**config.mk**
```make
export PLATFORM = sky130hd
export DESIGN_NAME = mandelbrot_iter_ctrl
export DESIGN_NICKNAME = d
export VERILOG_FILES = /design/src/rtl/mandelbrot_iter_ctrl.sv
export SDC_FILE = /design/constraint.sdc
export NUM_CORES = 1
export LEC_CHECK = 0
export ABC_AREA = 1
export CAP_MARGIN = 20
export CORE_AREA = 2 2 82 84
export DETAILED_ROUTE_END_ITERATION = 16
export DIE_AREA = 0 0 84 86
export PLACE_DENSITY = 0.82
export SYNTH_ARGS = -nofsm -noshare
export SYNTH_HDL_FRONTEND = slang
export SYNTH_SLANG_ARGS = --single-unit
```
**constraint.sdc**
```tcl
create_clock -name clk -period 1.9 [get_ports clk]
set_clock_uncertainty 0.05 [all_clocks]
set_input_delay 0.19 -clock clk [delete_from_list [all_inputs] [get_ports clk]]
set_output_delay 0.19 -clock clk [all_outputs]
set_load 0.005 [all_outputs]
```
**src/rtl/mandelbrot_iter_ctrl.sv**
```systemverilog
// mandelbrot_iter_ctrl: per-pixel iteration sequencer driving an external z^2+c ALU
// Ports: clk, rst_n (async active-low); start, in_cr, in_ci, max_iter request a pixel;
// busy, done, iter_count, escaped report it; alu_start and alu_cr/ci/zr/zi feed the ALU;
// alu_finished, alu_out_zr/zi, alu_size, alu_overflow return each step's result.
module mandelbrot_iter_ctrl #(
  parameter int WIDTH  = 8,
  parameter int ITER_W = 8
) (
  input  logic                     clk,
  input  logic                     rst_n,
  input  logic                     start,
  input  logic signed [WIDTH-1:0]  in_cr,
  input  logic signed [WIDTH-1:0]  in_ci,
  input  logic        [ITER_W-1:0] max_iter,
  output logic                     busy,
  output logic                     done,
  output logic        [ITER_W-1:0] iter_count,
  output logic                     escaped,
  output logic                     alu_start,
  output logic signed [WIDTH-1:0]  alu_cr,
  output logic signed [WIDTH-1:0]  alu_ci,
  output logic signed [WIDTH-1:0]  alu_zr,
  output logic signed [WIDTH-1:0]  alu_zi,
  input  logic                     alu_finished,
  input  logic signed [WIDTH-1:0]  alu_out_zr,
  input  logic signed [WIDTH-1:0]  alu_out_zi,
  input  logic                     alu_size,
  input  logic                     alu_overflow
);
  typedef enum logic [1:0] {IDLE, KICK, WAIT, DONE} state_t;
  state_t state_q, state_d;
  logic signed [WIDTH-1:0] cr_q, cr_d, ci_q, ci_d, zr_q, zr_d, zi_q, zi_d;
  logic [ITER_W-1:0] max_q, max_d, cnt_q, cnt_d;
  logic esc_q, esc_d, busy_q, done_q, kick_q;
  always_comb begin
    state_d = state_q;
    cr_d    = cr_q;
    ci_d    = ci_q;
    zr_d    = zr_q;
    zi_d    = zi_q;
    max_d   = max_q;
    cnt_d   = cnt_q;
    esc_d   = esc_q;
    case (state_q)
      IDLE: if (start) begin
        cr_d    = in_cr;
        ci_d    = in_ci;
        max_d   = max_iter;
        zr_d    = '0;
        zi_d    = '0;
        cnt_d   = '0;
        esc_d   = 1'b0;
        state_d = (max_iter == '0) ? DONE : KICK;
      end
      KICK: state_d = WAIT;
      WAIT: if (alu_finished) begin
        zr_d    = alu_out_zr;
        zi_d    = alu_out_zi;
        cnt_d   = cnt_q + 1'b1;
        esc_d   = alu_size | alu_overflow;
        state_d = (esc_d || cnt_d == max_q) ? DONE : KICK;
      end
      default: state_d = IDLE;
    endcase
  end
  // Status strobes are registered from the next state so they line up exactly with the state they flag.
  always_ff @(posedge clk or negedge rst_n) begin
    if (!rst_n) begin
      state_q <= IDLE;
      cr_q    <= '0;
      ci_q    <= '0;
      zr_q    <= '0;
      zi_q    <= '0;
      max_q   <= '0;
      cnt_q   <= '0;
      esc_q   <= 1'b0;
      busy_q  <= 1'b0;
      done_q  <= 1'b0;
      kick_q  <= 1'b0;
    end else begin
      state_q <= state_d;
      cr_q    <= cr_d;
      ci_q    <= ci_d;
      zr_q    <= zr_d;
      zi_q    <= zi_d;
      max_q   <= max_d;
      cnt_q   <= cnt_d;
      esc_q   <= esc_d;
      busy_q  <= (state_d == KICK) || (state_d == WAIT);
      done_q  <= state_d == DONE;
      kick_q  <= state_d == KICK;
    end
  end
  assign busy       = busy_q;
  assign done       = done_q;
  assign alu_start  = kick_q;
  assign iter_count = cnt_q;
  assign escaped    = esc_q;
  assign alu_cr     = cr_q;
  assign alu_ci     = ci_q;
  assign alu_zr     = zr_q;
  assign alu_zi     = zi_q;
endmodule

```
==> results by group <==
Critical path
  – Crit Path Class: flip-flop to flip-flop
  – Reg2reg start: iter_count[0]
  – CP required: 2.05 ns
  – R2R Path End: busy
  – FF-to-FF path depth: 14
  – CP max FO: 4
  – Worst Setup End Kind: flip-flop
  – CP top delay family: simple AND/OR/NAND/NOR gates
  – R2r setup slk: -0.07 ns
  – End point of the critical path: busy
  – CP Buf/Inv Count: 3
  – Critical path origin: iter_count[0]
  – Crit path max-delay cell type: dfrtp_2
  – Stages on the worst setup path: 14
  – Largest stage delay, worst path: 0.44 ns
  – Critical path arrival: 2.13 ns
  – CP cell instances: buf_6 > buf_4 > xor2_1 > nand2_1 > nor2_1 > nand2_1 > nor2_1 > nand3_1 > nand2_1 > nand2_1 > nand2_1 > nand2_1 > ha_1 > inv_1
  – CP dominant cell by count: nand2_1
  – Setup crit start kind: flip-flop

STA
  – Tmin final: roughly 2.0 ns
  – # setup viols final: 2
  – Final Hold Viols: 0
  – Worst-Margin Slew: between 0.4 and 0.5 ns
  – RSZ-0062 raised after global routing: true
  – Slew Viols, Final: 0
  – Fmax: 507 MHz
  – Setup ws final: -0.0731 ns
  – Period utilization: 1.04
  – Slew headroom: 0.668

Die
  – Core Box Area: 0.00628 sq mm
  – I/O pin cnt: 90
  – Rows: 29
  – DIE AREA: 0.00722 sq mm
  – Die Y: 86 microns
  – Die W: 84 microns
  – Initial Util: 0.389

Clock network
  – CTS tree: done
  – Sink Count: 54
  – Worst-Skew Late Latency: 0.30 ns
  – Clock Tree Buf Depth: 2
  – Clk slew on worst S/H paths: 0.09 ns
  – Clk root buf: clkbuf_8
  – CTS buffer count: 5
  – H-tree depth: 2

Placed design
  – I/O Buffers: 89
  – DP Area: 0.00348 sq mm
  – GPL Wtd Cong: ~0.84
  – Hpwl dp: 4.53 mm

GRT
  – Most Crowded Layer GR: met2
  – First-pass GRT wire length: 10.1 mm
  – Total GRT Usage: 0.174
  – Grt met3 use: 0.0510
  – Met1 usage: 0.205
  – Met2 GRT Util: 0.307
  – Initial antenna violation count: 0
  – Number of global-route vias before repair: 2218
  – GRT overflow: 0
  – Largest net degree at the start of global routing: 35

Drt
  – Via-to-Cell Ratio: 4.94
  – Final ANT Viol Nets: 0
  – Avg WL per Cell: 14.3 microns
  – DRC: 0
  – Initial DRT Pass Iterations: 4
  – Final WL: between 6 and 7 mm
  – Starting DRC count in detailed routing: 148
  – Via count: 2154

Layout
  – Share of cells above drive strength 1: 0.223
  – Cell area after layout: 0.00371 sq mm
  – Final net count: roughly 400
  – Area grow syn2layout: 52.0%
  – Diode count: 0

Power
  – Total chip power: 5060 uW
  – Sw frac: 0.342
  – Sequential share of power: 0.390
  – Pwr Density: between 1000 and 1500 mW/mm^2
  – Clock Power Share: 0.118
  – Leakage power: 0.00168 uW
  – Max rail drop VDD: 0.000752 V
  – P_int: 3320 uW
  – Logic pwr share: 0.491
  – Sw power: 1730 uW

Synthesis
  – Post-Syn Instances: 254
  – Synthesis warning total: 0
  – Cell Area, Synth: roughly 0.0024 sq mm
  – Syn Area/Cell: 9.62 sq um
  – Synth unique cells: 26
  – Sequential area share after synthesis: 0.553
  – Synthesized net count: ~300
  – Yosys reg bits: 54

Flow run
  – Max_cap viols: 0

Run status
  – Status: complete, but fails checks
  – Failing checks: setup timing

Hold path
  – Hold Path Class: input port to asynchronous set/reset pin
## per-stage QoR
step	worst slack (ns)	utilization	TNS [ns]	cells	hold WS [ns]
2_1_floorplan	0.00690	-	0	254	-0.156
3_5_place_dp	-0.0305	0.555	-0.0305	422	0.131
4_1_cts	0.00727	0.571	0	430	0.349
5_1_grt	-0.164	0.591	-0.358	436	0.385
3_3_place_gp	0.0188	0.555	0	422	0.134
6_report	-0.0731	0.591	-0.121	436	0.340
## registers in the layout (all words and copies together), names as in the netlist
name,flops
iter_count,8
escaped,1
alu_cr,8
alu_ci,8
max_q,8
done,1
alu_zi,8
alu_zr,8
state_q,2
alu_start,1
busy,1
## repair_timing
action	in CTS	in global routing
hold endpoints to repair	20	0
pin swaps	0	17
endpoints found under the setup margin	2	3
hold buffers	1	0
setup buffers	0	6
resized for setup	1	24
## worst register-to-register path: stages (launching register included)
cell and delay (ns):
dfrtp_2 0.44, buf_6 0.14, buf_4 0.13, xor2_1 0.17
nand2_1 0.07, nor2_1 0.10, nand2_1 0.06, nor2_1 0.09
nand3_1 0.09, nand2_1 0.06, nand2_1 0.06, nand2_1 0.07
nand2_1 0.06, ha_1 0.27, inv_1 0.03
## power by group through the flow
stage / registers [uW] / logic (uW) / clock network [uW]
global route: 2040 / 2700 / 678
global placement: 1940 / 2320 / 0
detailed placement: 1970 / 2380 / 0
floorplan: 1970 / 1060 / 0
CTS: 1960 / 2400 / 624
finish: 1970 / 2480 / 598
## routing by layer
layer / vias to the layer above / wire (microns)
li1: 1045 / -
met1: 1023 / 2400
met2: 76 / 3340
met3: 10 / 419
met4: 0 / 87
met5: - / 0
## worst min path at each step
stage | to | start | depth (start not counted) | slack (ns)
final | alu_ci[1] | rst_n | 2 | 0.34
after floorplan | alu_ci[0] | rst_n | 0 | -0.16
after global placement | max_q[3] | rst_n | 1 | 0.13
after CTS | alu_cr[5] | rst_n | 2 | 0.35
after global routing | alu_cr[6] | rst_n | 2 | 0.38
after detailed placement | max_q[3] | rst_n | 1 | 0.13
## final cells by class
class | instances | area (sq um)
Tap cell | 77 | 96.3
Clock buffer | 5 | 68.8
Inverter | 19 | 71.3
Sequential cell | 54 | 1360
Fill cell | 544 | 2560
Clock inverter | 2 | 10.0
Timing Repair Buffer | 108 | 1050
Multi-Input combinational cell | 171 | 1060
## cell usage after synthesis, drive strengths merged
cell / instances / area share
nand2: 58 / 0.094
nand3b: 1 / 0.0031
a31oi: 1 / 0.0026
a21oi: 6 / 0.014
nor2: 18 / 0.039
mux2: 19 / 0.088
clkbuf: 4 / 0.0061
buf: 6 / 0.014
dfrtp: 54 / 0.55
ha: 3 / 0.015
o21ai: 3 / 0.0061
o22ai: 6 / 0.015
or2: 1 / 0.0026
nor3: 1 / 0.0020
o21bai: 1 / 0.0031
xor2: 1 / 0.0036
inv: 19 / 0.029
nand3: 50 / 0.10
xnor2: 1 / 0.0036
nor4: 1 / 0.0026
## kinds of logic after synthesis
logic type / Yosys count / share of synthesized area
AO/OA/AOI/OAI: 17 / 0.0410
flip-flops: 54 / 0.553
buffers and inverters: 29 / 0.0497
AND/OR/NAND/NOR: 130 / 0.246
multiplexers: 19 / 0.0876
XOR/XNOR: 2 / 0.00717
adder cells (fa/ha/maj): 3 / 0.0154
## cells in the final DEF (no fill, tap or decap), types with 5 or more instances in the layout
master           netlist  routed
clkdlybuf4s50_1        0      88
dfrtp_1               54      51
nand2_1               53      45
nand3_1               50      42
mux2_2                19      19
inv_1                 19      18
buf_4                  2      15
nand2_2                5      12
nor2_1                13      12
nand3_2                0       8
o22ai_1                6       6
a21oi_1                5       5
clkbuf_8               0       5
No activity file was read; power rests on OpenSTA's default activity.
